## config.mk

```make
export PLATFORM = sky130hd
export DESIGN_NAME = id_stage_pipe_flat
export DESIGN_NICKNAME = d
export VERILOG_FILES = /design/src/rtl/id_stage_if.sv /design/src/rtl/id_stage_pipe.sv /design/src/flat_wrapper.sv
export SDC_FILE = /design/constraint.sdc
export NUM_CORES = 1
export LEC_CHECK = 0
export ABC_AREA = 1
export BUFFER_PORTS_ARGS = -buffer_cell sky130_fd_sc_hd__buf_2
export CORE_MARGIN = 10
export CORE_UTILIZATION = 35
export DETAILED_ROUTE_END_ITERATION = 8
export GPL_ROUTABILITY_DRIVEN = 0
export PLACE_DENSITY_LB_ADDON = 0.12
export SYNTH_ARGS = -nofsm -noshare
export SYNTH_HDL_FRONTEND = slang
export SYNTH_SLANG_ARGS = --single-unit
```

## constraint.sdc

```tcl
create_clock -name clk -period 1.33 [get_ports clk]
set_input_delay 0.0665 -clock clk [delete_from_list [all_inputs] [get_ports clk]]
set_output_delay 0.0665 -clock clk [all_outputs]
set_load 0.05 [all_outputs]
```

## src/rtl/id_stage_if.sv

```systemverilog
// Signal bundle around the decode stage: IF/ID inputs, EX hazard/stall inputs,
// the write-back port and the registered ID/EX outputs.
interface id_stage_if #(
  parameter int DATA_W = 16
);
  logic              if_valid;
  logic [15:0]       if_instr;
  logic [DATA_W-1:0] if_pc_inc;
  logic              ex_stall;
  logic              flush;
  logic              ex_mem_read;
  logic [3:0]        ex_rd;
  logic              wb_we;
  logic [3:0]        wb_addr;
  logic [DATA_W-1:0] wb_data;

  logic              id_stall;
  logic              halted;
  logic              idex_valid;
  logic [DATA_W-1:0] idex_pc_inc;
  logic [DATA_W-1:0] idex_r0data;
  logic [DATA_W-1:0] idex_r1data;
  logic [DATA_W-1:0] idex_imm;
  logic [DATA_W-1:0] idex_offset;
  logic [DATA_W-1:0] idex_call_tgt;
  logic [3:0]        idex_rs;
  logic [3:0]        idex_rt;
  logic [3:0]        idex_rd;
  logic [8:0]        idex_ex;
  logic [2:0]        idex_m;
  logic [2:0]        idex_wb;

  modport master (
    output if_valid, if_instr, if_pc_inc, ex_stall, flush, ex_mem_read, ex_rd,
           wb_we, wb_addr, wb_data,
    input  id_stall, halted, idex_valid, idex_pc_inc, idex_r0data, idex_r1data,
           idex_imm, idex_offset, idex_call_tgt, idex_rs, idex_rt, idex_rd,
           idex_ex, idex_m, idex_wb
  );

  modport slave (
    input  if_valid, if_instr, if_pc_inc, ex_stall, flush, ex_mem_read, ex_rd,
           wb_we, wb_addr, wb_data,
    output id_stall, halted, idex_valid, idex_pc_inc, idex_r0data, idex_r1data,
           idex_imm, idex_offset, idex_call_tgt, idex_rs, idex_rt, idex_rd,
           idex_ex, idex_m, idex_wb
  );
endinterface

```

## src/rtl/id_stage_pipe.sv

```systemverilog
// Decode stage: register file with write-through bypass, instruction decoder,
// load-use hazard detection, registered ID/EX boundary and sticky halt FSM.
module id_stage_pipe #(
  parameter int                DATA_W   = 16,
  parameter int                NREGS    = 16,
  parameter int                SP_REG   = 14,
  parameter logic [DATA_W-1:0] SP_RESET = DATA_W'(16'hFFFF)
) (
  input  logic     clk,
  input  logic     rst_n,
  id_stage_if.slave bus
);

  localparam int            AW   = (NREGS > 1) ? $clog2(NREGS) : 1;
  localparam logic [AW-1:0] SP_A = AW'(SP_REG);

  typedef enum logic {S_RUN = 1'b0, S_HALTED = 1'b1} state_t;

  typedef struct packed {
    logic              valid;
    logic [DATA_W-1:0] pc_inc;
    logic [DATA_W-1:0] r0data;
    logic [DATA_W-1:0] r1data;
    logic [DATA_W-1:0] imm;
    logic [DATA_W-1:0] offset;
    logic [DATA_W-1:0] call_tgt;
    logic [3:0]        rs;
    logic [3:0]        rt;
    logic [3:0]        rd;
    logic [8:0]        ex;
    logic [2:0]        m;
    logic [2:0]        wb;
  } idex_t;

  function automatic logic [DATA_W-1:0] sext4(input logic [3:0] v);
    return {{(DATA_W-4){v[3]}}, v};
  endfunction

  function automatic logic [DATA_W-1:0] sext8(input logic [7:0] v);
    return {{(DATA_W-8){v[7]}}, v};
  endfunction

  function automatic logic [DATA_W-1:0] zext8(input logic [7:0] v);
    return {{(DATA_W-8){1'b0}}, v};
  endfunction

  logic [DATA_W-1:0] regs [0:NREGS-1];

  logic [3:0] opcode;
  logic       reg_write, mem_read, mem_write, mem_to_reg, branch;
  logic       call_op, ret_op, pc_to_mem, sp_addr, read_rd;
  logic       use_r0, use_r1, is_halt, imm_byte;
  logic [1:0] alu_src;
  logic [3:0] alu_op;

  logic [AW-1:0]     r0_addr, r1_addr, wb_a, ex_a;
  logic              wb_fire, hazard, halt_take;
  logic [DATA_W-1:0] r0_data, r1_data;

  idex_t  dec_p0;
  idex_t  idex_p1;
  state_t state_p1;
  logic   halted_p1;

  assign opcode = bus.if_instr[15:12];

  always_comb begin
    reg_write  = 1'b0;
    mem_read   = 1'b0;
    mem_write  = 1'b0;
    mem_to_reg = 1'b0;
    branch     = 1'b0;
    call_op    = 1'b0;
    ret_op     = 1'b0;
    pc_to_mem  = 1'b0;
    sp_addr    = 1'b0;
    read_rd    = 1'b0;
    use_r0     = 1'b0;
    use_r1     = 1'b0;
    is_halt    = 1'b0;
    imm_byte   = 1'b0;
    alu_src    = 2'b00;
    alu_op     = 4'h0;
    case (opcode)
      4'h0, 4'h1, 4'h2, 4'h3: begin
        reg_write = 1'b1;
        alu_op    = opcode;
        use_r0    = 1'b1;
        use_r1    = 1'b1;
      end
      4'h4: begin
        reg_write = 1'b1;
        alu_src   = 2'b01;
        use_r0    = 1'b1;
      end
      4'h5, 4'h6, 4'h7: begin
        reg_write = 1'b1;
        alu_src   = 2'b01;
        alu_op    = opcode;
        use_r0    = 1'b1;
      end
      4'h8: begin
        reg_write  = 1'b1;
        mem_read   = 1'b1;
        mem_to_reg = 1'b1;
        alu_src    = 2'b01;
        use_r0     = 1'b1;
      end
      4'h9: begin
        mem_write = 1'b1;
        alu_src   = 2'b01;
        read_rd   = 1'b1;
        use_r0    = 1'b1;
        use_r1    = 1'b1;
      end
      4'hA, 4'hB: begin
        // rd is read so EX can keep the untouched half of the register
        reg_write = 1'b1;
        alu_src   = 2'b10;
        alu_op    = opcode;
        read_rd   = 1'b1;
        use_r1    = 1'b1;
        imm_byte  = 1'b1;
      end
      4'hC: branch = 1'b1;
      4'hD: begin
        reg_write = 1'b1;
        mem_write = 1'b1;
        pc_to_mem = 1'b1;
        sp_addr   = 1'b1;
        call_op   = 1'b1;
        alu_src   = 2'b11;
        alu_op    = 4'h1;
        use_r0    = 1'b1;
      end
      4'hE: begin
        reg_write = 1'b1;
        mem_read  = 1'b1;
        sp_addr   = 1'b1;
        ret_op    = 1'b1;
        alu_src   = 2'b11;
        use_r0    = 1'b1;
      end
      default: is_halt = 1'b1;
    endcase
  end

  assign r0_addr = sp_addr ? SP_A : bus.if_instr[4 +: AW];
  assign r1_addr = read_rd ? bus.if_instr[8 +: AW] : bus.if_instr[0 +: AW];
  assign wb_a    = bus.wb_addr[AW-1:0];
  assign ex_a    = bus.ex_rd[AW-1:0];
  assign wb_fire = bus.wb_we && (wb_a != '0);

  always_comb begin
    r0_data = regs[r0_addr];
    if (r0_addr == '0)
      r0_data = '0;
    else if (wb_fire && (wb_a == r0_addr))
      r0_data = bus.wb_data;
  end

  always_comb begin
    r1_data = regs[r1_addr];
    if (r1_addr == '0)
      r1_data = '0;
    else if (wb_fire && (wb_a == r1_addr))
      r1_data = bus.wb_data;
  end

  always_ff @(posedge clk or negedge rst_n) begin
    if (!rst_n) begin
      for (int i = 0; i < NREGS; i++)
        regs[i] <= (i == SP_REG) ? SP_RESET : '0;
    end else if (wb_fire) begin
      regs[wb_a] <= bus.wb_data;
    end
  end

  assign hazard = bus.if_valid && bus.ex_mem_read && (ex_a != '0) &&
                  ((use_r0 && (r0_addr == ex_a)) || (use_r1 && (r1_addr == ex_a)));

  assign halt_take = (state_p1 == S_RUN) && bus.if_valid && is_halt &&
                     !bus.flush && !bus.ex_stall && !hazard;

  // Halted freezes fetch regardless of flush; reset always releases the stall.
  assign bus.id_stall = rst_n && ((state_p1 == S_HALTED) ||
                                  ((hazard || bus.ex_stall) && !bus.flush));

  always_ff @(posedge clk or negedge rst_n) begin
    if (!rst_n) begin
      state_p1  <= S_RUN;
      halted_p1 <= 1'b0;
    end else begin
      case (state_p1)
        S_RUN: begin
          if (halt_take) begin
            state_p1  <= S_HALTED;
            halted_p1 <= 1'b1;
          end
        end
        S_HALTED: begin
          state_p1  <= S_HALTED;
          halted_p1 <= 1'b1;
        end
      endcase
    end
  end

  assign bus.halted = halted_p1;

  always_comb begin
    dec_p0          = '0;
    dec_p0.valid    = bus.if_valid;
    dec_p0.pc_inc   = bus.if_pc_inc;
    dec_p0.r0data   = r0_data;
    dec_p0.r1data   = r1_data;
    dec_p0.imm      = imm_byte ? zext8(bus.if_instr[7:0]) : sext4(bus.if_instr[3:0]);
    dec_p0.offset   = sext8(bus.if_instr[7:0]);
    dec_p0.call_tgt = {bus.if_pc_inc[DATA_W-1:12], bus.if_instr[11:0]};
    dec_p0.rs       = bus.if_instr[7:4];
    dec_p0.rt       = bus.if_instr[3:0];
    dec_p0.rd       = bus.if_instr[11:8];
    if (bus.if_valid) begin
      dec_p0.ex = {call_op, pc_to_mem, sp_addr, alu_src, alu_op};
      dec_p0.m  = {branch, mem_write, mem_read};
      dec_p0.wb = {ret_op, mem_to_reg, reg_write};
    end
  end

  // ID/EX boundary: flush beats stall, stall beats hazard/halt bubbles.
  always_ff @(posedge clk or negedge rst_n) begin
    if (!rst_n) begin
      idex_p1 <= '0;
    end else if (bus.flush) begin
      idex_p1 <= '0;
    end else if (!bus.ex_stall) begin
      if (hazard || (state_p1 == S_HALTED) || (bus.if_valid && is_halt))
        idex_p1 <= '0;
      else
        idex_p1 <= dec_p0;
    end
  end

  assign bus.idex_valid    = idex_p1.valid;
  assign bus.idex_pc_inc   = idex_p1.pc_inc;
  assign bus.idex_r0data   = idex_p1.r0data;
  assign bus.idex_r1data   = idex_p1.r1data;
  assign bus.idex_imm      = idex_p1.imm;
  assign bus.idex_offset   = idex_p1.offset;
  assign bus.idex_call_tgt = idex_p1.call_tgt;
  assign bus.idex_rs       = idex_p1.rs;
  assign bus.idex_rt       = idex_p1.rt;
  assign bus.idex_rd       = idex_p1.rd;
  assign bus.idex_ex       = idex_p1.ex;
  assign bus.idex_m        = idex_p1.m;
  assign bus.idex_wb       = idex_p1.wb;

endmodule

```

## src/flat_wrapper.sv

```systemverilog
// flat-port wrapper written by rule: the top's interface ports become plain ports
module id_stage_pipe_flat 
#(
  parameter int                DATA_W   = 16,
  parameter int                NREGS    = 16,
  parameter int                SP_REG   = 14,
  parameter logic [DATA_W-1:0] SP_RESET = DATA_W'(16'hFFFF)
)
  (clk, rst_n, bus_if_valid, bus_if_instr, bus_if_pc_inc, bus_ex_stall, bus_flush, bus_ex_mem_read, bus_ex_rd, bus_wb_we, bus_wb_addr, bus_wb_data, bus_id_stall, bus_halted, bus_idex_valid, bus_idex_pc_inc, bus_idex_r0data, bus_idex_r1data, bus_idex_imm, bus_idex_offset, bus_idex_call_tgt, bus_idex_rs, bus_idex_rt, bus_idex_rd, bus_idex_ex, bus_idex_m, bus_idex_wb);
  id_stage_if #(.DATA_W(DATA_W)) bus_i ();
  input  logic clk;
  input  logic rst_n;
  input wire logic [$bits(bus_i.if_valid)-1:0] bus_if_valid;
  input wire logic [$bits(bus_i.if_instr)-1:0] bus_if_instr;
  input wire logic [$bits(bus_i.if_pc_inc)-1:0] bus_if_pc_inc;
  input wire logic [$bits(bus_i.ex_stall)-1:0] bus_ex_stall;
  input wire logic [$bits(bus_i.flush)-1:0] bus_flush;
  input wire logic [$bits(bus_i.ex_mem_read)-1:0] bus_ex_mem_read;
  input wire logic [$bits(bus_i.ex_rd)-1:0] bus_ex_rd;
  input wire logic [$bits(bus_i.wb_we)-1:0] bus_wb_we;
  input wire logic [$bits(bus_i.wb_addr)-1:0] bus_wb_addr;
  input wire logic [$bits(bus_i.wb_data)-1:0] bus_wb_data;
  output wire logic [$bits(bus_i.id_stall)-1:0] bus_id_stall;
  output wire logic [$bits(bus_i.halted)-1:0] bus_halted;
  output wire logic [$bits(bus_i.idex_valid)-1:0] bus_idex_valid;
  output wire logic [$bits(bus_i.idex_pc_inc)-1:0] bus_idex_pc_inc;
  output wire logic [$bits(bus_i.idex_r0data)-1:0] bus_idex_r0data;
  output wire logic [$bits(bus_i.idex_r1data)-1:0] bus_idex_r1data;
  output wire logic [$bits(bus_i.idex_imm)-1:0] bus_idex_imm;
  output wire logic [$bits(bus_i.idex_offset)-1:0] bus_idex_offset;
  output wire logic [$bits(bus_i.idex_call_tgt)-1:0] bus_idex_call_tgt;
  output wire logic [$bits(bus_i.idex_rs)-1:0] bus_idex_rs;
  output wire logic [$bits(bus_i.idex_rt)-1:0] bus_idex_rt;
  output wire logic [$bits(bus_i.idex_rd)-1:0] bus_idex_rd;
  output wire logic [$bits(bus_i.idex_ex)-1:0] bus_idex_ex;
  output wire logic [$bits(bus_i.idex_m)-1:0] bus_idex_m;
  output wire logic [$bits(bus_i.idex_wb)-1:0] bus_idex_wb;
  assign bus_i.if_valid = bus_if_valid;
  assign bus_i.if_instr = bus_if_instr;
  assign bus_i.if_pc_inc = bus_if_pc_inc;
  assign bus_i.ex_stall = bus_ex_stall;
  assign bus_i.flush = bus_flush;
  assign bus_i.ex_mem_read = bus_ex_mem_read;
  assign bus_i.ex_rd = bus_ex_rd;
  assign bus_i.wb_we = bus_wb_we;
  assign bus_i.wb_addr = bus_wb_addr;
  assign bus_i.wb_data = bus_wb_data;
  assign bus_id_stall = bus_i.id_stall;
  assign bus_halted = bus_i.halted;
  assign bus_idex_valid = bus_i.idex_valid;
  assign bus_idex_pc_inc = bus_i.idex_pc_inc;
  assign bus_idex_r0data = bus_i.idex_r0data;
  assign bus_idex_r1data = bus_i.idex_r1data;
  assign bus_idex_imm = bus_i.idex_imm;
  assign bus_idex_offset = bus_i.idex_offset;
  assign bus_idex_call_tgt = bus_i.idex_call_tgt;
  assign bus_idex_rs = bus_i.idex_rs;
  assign bus_idex_rt = bus_i.idex_rt;
  assign bus_idex_rd = bus_i.idex_rd;
  assign bus_idex_ex = bus_i.idex_ex;
  assign bus_idex_m = bus_i.idex_m;
  assign bus_idex_wb = bus_i.idex_wb;
  id_stage_pipe #(.DATA_W(DATA_W), .NREGS(NREGS), .SP_REG(SP_REG), .SP_RESET(SP_RESET)) u_core (.clk(clk), .rst_n(rst_n), .bus(bus_i));
endmodule
```

==> results_dict.tcl <==
set metrics [dict create \
    grt_use_met1_pct 32.1 \
    routedWlPerCell_um 21.4 \
    vias 20000 \
    fin_cells 3712 \
    numCtsBuffers 41 \
    areaGrowthSynthToFinish_pct 32.4 \
    leakage_nw 12.5 \
    avgSynthCellArea_um2 7.05 \
    cp_slowest_stage_delay_ps 170 \
    crit_path_start "bus_if_instr[13]" \
    violations "setup timing" \
    cp.arrival_ps 1590 \
    critPathBufInv 5 \
    cpMostUsedCell "nand2_2" \
    top_usage_layer "met2" \
    setup.worst_path.end_class "output pin" \
    dr.first_iter.drc_count 1968 \
    floorplan.initialDensity_pct 35.4 \
    tightest_slew_ps 859 \
    ys_ff_latch 338 \
    final_common_cell "nand2_1" \
    fp.dieH_um 254 \
    grt_pass1_vias 19300 \
    grt_max_degree 93 \
    fp.dieArea_mm2 0.0645 \
    ant_nets 0 \
    portBuffers 188 \
    power_density_mw_per_mm2 1270 \
    num_rows 85 \
    synth_cell_types 33 \
    htreeDepth 2 \
    synth_area_mm2 0.0191 \
    fin_crit_ps 1650 \
    clock.fmax_ghz 0.605 \
    final-max-slew-violation-count 0 \
    mappedNetlistNets 2780 \
    cts_sinks 338 \
    crit_chain "buf_12, buf_6, nand2_4, nand2_4, nand2_8, buf_6, nand2_8, nand2_2, nand2_1, inv_1, nand3_1, nand2_1, nand2_2, nand2_2, nand2_2, a21oi_4, buf_6" \
    synth_cells 2717 \
    path_class "in -> out" \
    clock_path_buffers 3 \
    cp.required_ps 1260 \
    remaining_drc_errors 0 \
    fin_skew_ps 22.7 \
    antenna_found_initial 1 \
    fillers 5405 \
    outcome "finished, violations left" \
    finish.instance_area_mm2 0.0254 \
    dp_cells 3557 \
    setup_tns_ps -4590 \
    ios 189 \
    clock_latency_ps 580 \
    cp_max_fo 6 \
    hold_viol_final 0 \
    drt-pass1-iter-count 6 \
    crit_slowest_cell "buf_6" \
    seq_area_frac_synth_pct 44.3 \
    hp-class "in -> reg" \
    grt_first_pass_wirelength_um 119000 \
    period_share_pct 124 \
    cts_root_buf "clkbuf_16" \
    maxCapViolCount 0 \
    cp-start-kind "input port" \
    core_area_mm2 0.0540 \
    gr-usage-met3_pct 3.85 \
    nets 3048 \
    insertedDiodeCount 0 \
    die_w_um 254 \
    setup_viol 52 \
    routed_via_density 5.38 \
    grt-ovfl-total 0 \
    layout_common_cells "991 x nand2_1, 399 x nand3_1, 315 x dfrtp_1" \
    relSlewSlack_pct 42.5 \
    drive_gt1_share_pct 21.2 \
    groute.layer.met2.usage_pct 38.6 \
    dpl_cell_area_mm2 0.0222 \
    rsz0062_at_grt "yes" \
    postLayoutCoreUtil_pct 46.9 \
    wl_um 79300 \
    path_clk_slew_ps 60 \
    hpwl_um 52500 \
    cp_top_family "simple AND/OR/NAND/NOR gates" \
    grtUsageTotal_pct 23.9 \
    crit-reg2reg-launch "u_core.regs[51]$_DFFE_PN0P_" \
    fin_ws_ps -324 \
    cts_tree "yes" \
    yosysWarnings 0 \
    min-delay-start "bus_wb_data[4]" \
    vdd_drop_max_mv 0.813 \
]
cells in the mapped netlist, drive strengths merged:
| library cell | number | area, µm² |
|---|---|---|
| nand3 | 408 | 2060 |
| o41ai | 1 | 8.76 |
| nand4 | 18 | 113 |
| xor2 | 3 | 52.6 |
| o211ai | 2 | 15.0 |
| a21oi | 87 | 447 |
| o2111ai | 62 | 543 |
| dfstp | 16 | 420 |
| o21ai | 207 | 1040 |
| clkbuf | 125 | 469 |
| a31oi | 2 | 27.5 |
| nor2 | 114 | 465 |
| o22ai | 1 | 6.26 |
| dfrtp | 322 | 8060 |
| inv | 155 | 582 |
| nand2 | 1053 | 3990 |
| or2 | 1 | 6.26 |
| buf | 135 | 822 |
| nor3 | 5 | 25.0 |
final timing paths:
kind	endpoint	slack (ps)	cells after the start
min in group asynchronous	u_core.bus.idex_call_tgt[11]$_DFFE_PN0P_	150	2
min reg2reg	u_core.regs[251]$_DFFE_PN0P_	400	0
max reg2reg	u_core.bus.idex_r0data[3]$_DFFE_PN0P_	-30	8
max in group asynchronous	u_core.bus.idex_imm[14]$_DFFE_PN0P_	10	4
min	u_core.bus.idex_r0data[4]$_DFFE_PN0P_	10	5
max	bus_id_stall	-320	17
report_power, final:
group	switching [mW]	total (mW)	internal (mW)
combinational	4.44	7.48	3.04
sequential	1.32	13.3	11.9
clock	4.65	11.4	6.76
total	10.4	32.2	21.8
state kept, by name, summed over array words and instances (netlist names):
signal	cells
u_core.bus.idex_r0data	16
u_core.bus.idex_rs	3
u_core.bus.idex_imm	5
u_core.bus.idex_ex	8
u_core.bus.idex_wb	3
u_core.bus.idex_rd	3
u_core.bus.idex_call_tgt	4
u_core.regs	256
u_core.bus.idex_valid	1
u_core.state_p1	1
u_core.bus.idex_r1data	16
u_core.bus.idex_pc_inc	15
u_core.bus.halted	1
u_core.bus.idex_m	3
u_core.bus.idex_rt	3
cell type report:
cell class	count	area (µm²)	share of cell area (%)
clock buffer	60	1150	4.53
clock inverter	14	183	0.720
inverter	155	624	2.46
multi-input combinational	1964	9230	36.4
sequential	338	8490	33.5
tap	696	871	3.43
timing repair buffer	485	4810	19.0
layer usage:
layer / routed length [µm] / share of wire [%]
met5: 18 / 0.023
met4: 2180 / 2.8
met3: 6470 / 8.2
met2: 36400 / 46
met1: 34200 / 43
worst reg2reg max path: stages (launching register included):
cell	delay, ps
dfrtp_1	400
nand2_1	70
o2111ai_1	190
nand3_1	150
nand3_1	120
nand2_4	130
nand2_1	70
nand3_1	90
nand2_1	50
through the flow:
| stage | setup slack, ps | hold WS [ps] | total power [mW] |
|---|---|---|---|
| after floorplan | -99.3 | -229 | 17.3 |
| after global placement | -858 | -99.8 | 20.1 |
| after detailed placement | -843 | -100 | 20.2 |
| after CTS | -305 | 7.36 | 32.1 |
| after global routing | -397 | 53.2 | 33.9 |
| final | -324 | 13.5 | 32.2 |
what timing repair did:
action                                  CTS  global route
hold buffers                             50             1
setup buffers                            15             7
endpoints found under the setup margin  139           334
gates cloned                              4             6
gates resized for setup                 212            81
pin swaps                                29            15
hold endpoints to repair                349           277
cell families after synthesis:
group / synth area share (%)
buffers and inverters: 9.78
and+or+nand+nor: 34.8
AOI/OAI and AO/OA: 10.9
xor gates and xnor gates: 0.275
DFF: 44.3
Note: power is estimated with default switching activity, not from simulation.
